$ cat src/rtl/io_event_pkg.sv
// Shared definitions for the user-IO event path: event source indices,
// the default event word width and a sizing helper.
package io_event_pkg;

  localparam int EV_SRC_BUTTONS = 0;
  localparam int EV_SRC_UART    = 1;
  localparam int EV_SRC_TIMER   = 2;
  localparam int EV_SRC_MIC     = 3;

  localparam int EV_DATA_WIDTH  = 8;

  // Index width for n items, never below one bit so selects stay legal for n <= 2.
  function automatic int clog2(input int n);
    int w;
    w = 0;
    while ((1 << w) < n) w++;
    return (w < 1) ? 1 : w;
  endfunction

endpackage

$ cat src/rtl/rr_arbiter.sv
// Combinational round-robin priority picker: the search starts just after
// rr_ptr and wraps, so the last winner gets the lowest priority next time.
module rr_arbiter
  import io_event_pkg::*;
#(
  parameter int NUM_REQ = 4,
  parameter int IDX_W   = clog2(NUM_REQ)
) (
  input  logic [NUM_REQ-1:0] req,
  input  logic [IDX_W-1:0]   rr_ptr,
  output logic [NUM_REQ-1:0] grant,
  output logic [IDX_W-1:0]   idx,
  output logic               any
);

  logic             found;
  logic [IDX_W-1:0] cand;

  always_comb begin
    grant = '0;
    idx   = '0;
    found = 1'b0;
    cand  = '0;
    for (int k = 1; k <= NUM_REQ; k++) begin
      cand = IDX_W'((int'(rr_ptr) + k) % NUM_REQ);
      if (!found && req[cand]) begin
        found       = 1'b1;
        grant[cand] = 1'b1;
        idx         = cand;
      end
    end
  end

  assign any = |req;

endmodule

$ cat src/rtl/event_fifo_arbiter.sv
// Shares the user-IO event FIFO between several event sources, each with a
// one-entry holding buffer drained round-robin into the FIFO write port.
module event_fifo_arbiter
  import io_event_pkg::*;
#(
  parameter int NUM_REQ    = 4,
  parameter int DATA_WIDTH = EV_DATA_WIDTH,
  parameter int DROP_MODE  = 0,
  parameter int CNT_WIDTH  = 16,
  parameter int IDX_W      = clog2(NUM_REQ)
) (
  input  logic                          clk,
  input  logic                          rst,
  input  logic [NUM_REQ-1:0]            req_valid,
  input  logic [NUM_REQ*DATA_WIDTH-1:0] req_data,
  output logic [NUM_REQ-1:0]            req_ready,
  input  logic                          fifo_full,
  output logic                          fifo_wr_en,
  output logic [DATA_WIDTH-1:0]         fifo_din,
  output logic [IDX_W-1:0]              grant_id,
  output logic [CNT_WIDTH-1:0]          drop_count,
  output logic                          busy
);

  localparam logic [IDX_W-1:0] PTR_INIT = IDX_W'(NUM_REQ - 1);
  localparam int POP_W = clog2(NUM_REQ + 1);
  localparam int SUM_W = ((CNT_WIDTH > POP_W) ? CNT_WIDTH : POP_W) + 1;
  localparam logic [SUM_W-1:0] CNT_MAX = {{(SUM_W - CNT_WIDTH){1'b0}}, {CNT_WIDTH{1'b1}}};

  logic [NUM_REQ-1:0]    occ;
  logic [DATA_WIDTH-1:0] ev_buf [NUM_REQ];
  logic [IDX_W-1:0]      rr_ptr;

  logic [NUM_REQ-1:0] pick_oh;
  logic [IDX_W-1:0]   winner;
  logic               any_occ;
  logic               grant;
  logic [NUM_REQ-1:0] drained;
  logic [NUM_REQ-1:0] free_slot;
  logic [NUM_REQ-1:0] accept;
  logic [NUM_REQ-1:0] dropped;
  logic [POP_W-1:0]   drop_pop;
  logic [SUM_W-1:0]   drop_sum;

  rr_arbiter #(
    .NUM_REQ (NUM_REQ),
    .IDX_W   (IDX_W)
  ) u_rr (
    .req    (occ),
    .rr_ptr (rr_ptr),
    .grant  (pick_oh),
    .idx    (winner),
    .any    (any_occ)
  );

  assign grant   = any_occ & ~fifo_full;
  assign drained = grant ? pick_oh : '0;

  // A buffer being drained this cycle can take a new event in the same cycle.
  assign free_slot = ~occ | drained;

  assign req_ready = !rst ? '0 : ((DROP_MODE != 0) ? '1 : free_slot);
  assign accept    = req_valid & free_slot;
  assign dropped   = (DROP_MODE != 0) ? (req_valid & ~free_slot) : '0;

  always_comb begin
    drop_pop = '0;
    for (int i = 0; i < NUM_REQ; i++) begin
      drop_pop = drop_pop + POP_W'(dropped[i]);
    end
  end

  assign drop_sum = SUM_W'(drop_count) + SUM_W'(drop_pop);

  assign fifo_wr_en = grant;
  assign fifo_din   = grant ? ev_buf[winner] : '0;
  assign grant_id   = grant ? winner : '0;
  assign busy       = |occ;

  always_ff @(posedge clk or negedge rst) begin
    if (!rst) begin
      occ        <= '0;
      rr_ptr     <= PTR_INIT;
      drop_count <= '0;
      for (int i = 0; i < NUM_REQ; i++) begin
        ev_buf[i] <= '0;
      end
    end else begin
      if (grant) begin
        rr_ptr <= winner;
      end
      for (int i = 0; i < NUM_REQ; i++) begin
        if (accept[i]) begin
          ev_buf[i] <= req_data[i*DATA_WIDTH +: DATA_WIDTH];
          occ[i]    <= 1'b1;
        end else if (drained[i]) begin
          occ[i] <= 1'b0;
        end
      end
      // Several requesters can drop in one cycle; clamp instead of wrapping.
      if (drop_sum > CNT_MAX) begin
        drop_count <= {CNT_WIDTH{1'b1}};
      end else begin
        drop_count <= drop_sum[CNT_WIDTH-1:0];
      end
    end
  end

endmodule

$ cat config.mk
export PLATFORM = sky130hd
export DESIGN_NAME = event_fifo_arbiter
export DESIGN_NICKNAME = d
export VERILOG_FILES = /design/src/rtl/io_event_pkg.sv /design/src/rtl/rr_arbiter.sv /design/src/rtl/event_fifo_arbiter.sv
export SDC_FILE = /design/constraint.sdc
export NUM_CORES = 1
export LEC_CHECK = 0
export BUFFER_PORTS_ARGS = -buffer_cell sky130_fd_sc_hd__buf_2
export CAP_MARGIN = 30
export CORE_ASPECT_RATIO = 1.75
export CORE_UTILIZATION = 35
export CTS_CLUSTER_DIAMETER = 150
export DETAILED_ROUTE_END_ITERATION = 12
export PLACE_DENSITY = 0.58
export SLEW_MARGIN = 20
export SYNTH_ARGS = -nofsm -noshare
export SYNTH_HDL_FRONTEND = slang
export SYNTH_SLANG_ARGS = --single-unit
$ cat constraint.sdc
create_clock -name clk -period 7.15 [get_ports clk]
set_input_delay 1.43 -clock clk [delete_from_list [all_inputs] [get_ports clk]]
set_output_delay 1.43 -clock clk [all_outputs]
set_load 0.005 [all_outputs]
==> flow_summary.ini <==
[clocking]
h-tree-depth = 2
path_clk_slew_ps = 50
clock-sinks = 38
cts_resized = 0
clk_root_buffer_cell = clkbuf_16
cts_buffer_depth = 2
cts_tree = built
cts_buffers = 5
postCtsSetupBuffers = 0
clock_latency_ps = 280
postCtsHoldBufs = 0

[sta]
setup_tns_ps = 0
skew_ps = 2.40
slew_headroom = 0.383
worst_pin_slew_ps = 922
hold_viol_final = 0
final-setup-viol-count = 0
rsz0062_at_grt = no
slew_viol_final = 0
finalCritPeriodShare = 0.772
timing.fmax_ghz = 0.181
layout_min_cycle_time_ps = 5520

[critical_path]
cp-end-kind = primary output
cpPeakStageDelay_ps = 930
cp-start-kind = register
crit_type = reg2out
cp_max_fo = 33
critical-path-slowest-cell = dfstp_2
worstPathArrival_ps = 4090
crit_top_cell = o211ai_1
path_cells = inv_1 > ha_1 > mux4_2 > o21bai_1 > nand3_1 > nand2_1 > o211ai_1 > o211ai_1 > buf_2
cp.required_ps = 5720

[power]
comb_power_share = 0.582
switching_power_mw = 0.754
p_leak_nw = 1.41
sw_frac_of_total = 0.438
p_per_area_mw_per_mm2 = 545
ir_drop_mv = 0.204
clockPowerShare = 0.125
pwr-share-seq = 0.292
p_int_mw = 0.967

[floorplan]
num_io_pins = 71
die_h_um = 120
chipWidth_um = 69.2
core_mm2 = 0.00762
std_cell_rows = 42
start_util = 0.363
die-area_mm2 = 0.00827

[grt]
grt_overflow_total = 0
antenna_found_initial = 0
grt_pass1_vias = 2114
grt_max_degree = 43
grtUsageTotal = 0.178
grt_first_pass_wirelength_um = 11200

[cells_and_area]
final-seq-area_um2 = 953
drive_gt1_frac = 0.372
fill_cells = 759
layout.nets = 364
final_common_cell = buf_2
diodes = 0
syn2layout_area_growth_pct = 14.1
most-common-layout-cells = buf_2, dfrtp_1, mux2_2, nor2_1, conb_1
final_util = 0.414
multi_input_area_mm2 = 0.00161

[drt]
totalWireLength_um = 7090
drc = 0
first_pass_iters = 4
vias = 2187
viasPerCell = 5.40
routedWlPerCell_um = 17.5
postRouteAntennaNets = 0
drt_iter0_drc = 90

[logic_synthesis]
yosysSeqAreaShare = 0.345
synth_edf_count = 0
synth-xor-area-share = 0
muxShareOfSynthArea = 0.219
synth_compound_area_frac = 0.195
synth_top_family_by_area = multiplexers
synth-seq-cells = 38
ys_warn_count = 0
avgSynthCellArea_um2 = 10.2
synth_area_leader_cell = dfrtp_1
post_synth_num_cell_types = 49
yosysTopAreaCellShare = 0.326
ys.flop_type = dfrtp_1
async_reset_ff_frac = 1.00
syn_area_mm2 = 0.00277
synthSimpleGateAreaFrac = 0.109
synth.area.top_cells = dfrtp_1, mux2_2, buf_4
syn_inst = 270
synthAdderAreaFrac = 0.0362

[min_path]
hold_class = reg2reg

[place]
gp_congestion = 0.827
io_buffers = 54
hpwlAfterDp_um = 5420

[outcome]
status = finished, final reports clean

[flow_run]
drv_cap = 0
## sequential cells by signal (all words and copies together) (netlist names)
register and cells:
occ 4, rr_ptr 2, ev_buf 32
## power by group through the flow
stage	Clock [mW]	Sequential, mW	Combinational (mW)
CTS	0.221	0.503	1.01
global placement	0	0.504	0.986
finish	0.216	0.503	1.00
global route	0.229	0.523	1.11
floorplan	0	0.397	0.836
detailed placement	0	0.504	1.00
## synth_stat cells, drive strengths merged (4+ instances only)
| cell type | n |
|---|---|
| mux2 | 41 |
| dfrtp | 36 |
| buf | 24 |
| nor2 | 20 |
| inv | 14 |
| o211ai | 13 |
| o21ai | 11 |
| nand2 | 10 |
| o221ai | 10 |
| clkbuf | 8 |
| ha | 8 |
| or2 | 8 |
| mux2i | 7 |
| o21a | 7 |
| a21oi | 6 |
| a221oi | 5 |
| nor3 | 5 |
| o2111ai | 5 |
| nor2b | 4 |
## through the flow
step / hold WS [ps] / cells / cell area (µm²) / setup slack, ps / power (mW)
2_1_floorplan: 458 / 285 / 2820 / 2580 / 1.23
3_3_place_gp: 471 / 397 / 3010 / 2020 / 1.49
3_5_place_dp: 483 / 398 / 3010 / 1960 / 1.51
4_1_cts: 507 / 405 / 3160 / 1670 / 1.73
5_1_grt: 518 / 405 / 3160 / 1250 / 1.86
6_report: 501 / 405 / 3160 / 1630 / 1.72
## critical path: cells and delay by family, from the launching register on
kind / cells / cell delay [ps]
and+or+nand+nor: 2 / 970
muxes: 1 / 340
DFF: 1 / 930
AOI/OAI and AO/OA: 3 / 600
adders and majority gates: 1 / 460
buffers and inverters: 2 / 500
## metal layers
layer	global-route usage	vias to the layer above	share of wire
met5	0	-	0
met2	0.329	55	0.57
met3	0.0210	13	0.030
met1	0.196	1058	0.37
li1	-	1061	-
met4	0.0931	0	0.032
## kinds of logic (layout without fill, tap and decap cells)
family,after synthesis,count (layout)
buf+inv,46,78
compound gates,69,69
simple gates,58,58
mux,50,50
fa+ha+maj,8,8
other cells,1,16
flops,38,38
## final timing paths
kind | start | slack, ps | to | depth (start not counted)
setup / recovery | rr_ptr[0] | 1630 | fifo_din[6] | 9
hold / removal | ev_buf[1] | 500 | ev_buf[1] | 1
setup reg to reg | rr_ptr[0] | 3210 | ev_buf[5] | 8
hold reg to reg | ev_buf[1] | 500 | ev_buf[1] | 1
max in group asynchronous | rst | 5570 | rr_ptr[1] | 2
min in group asynchronous | rst | 1190 | occ[2] | 2
## area by class of cell
class / count / area share
Tap cell: 88 / 0.0349
Timing Repair Buffer: 57 / 0.0920
Inverter: 14 / 0.0167
Sequential cell: 38 / 0.302
Multi-Input combinational cell: 201 / 0.509
Clock buffer: 7 / 0.0452
Power figures use the tool's default switching activity.
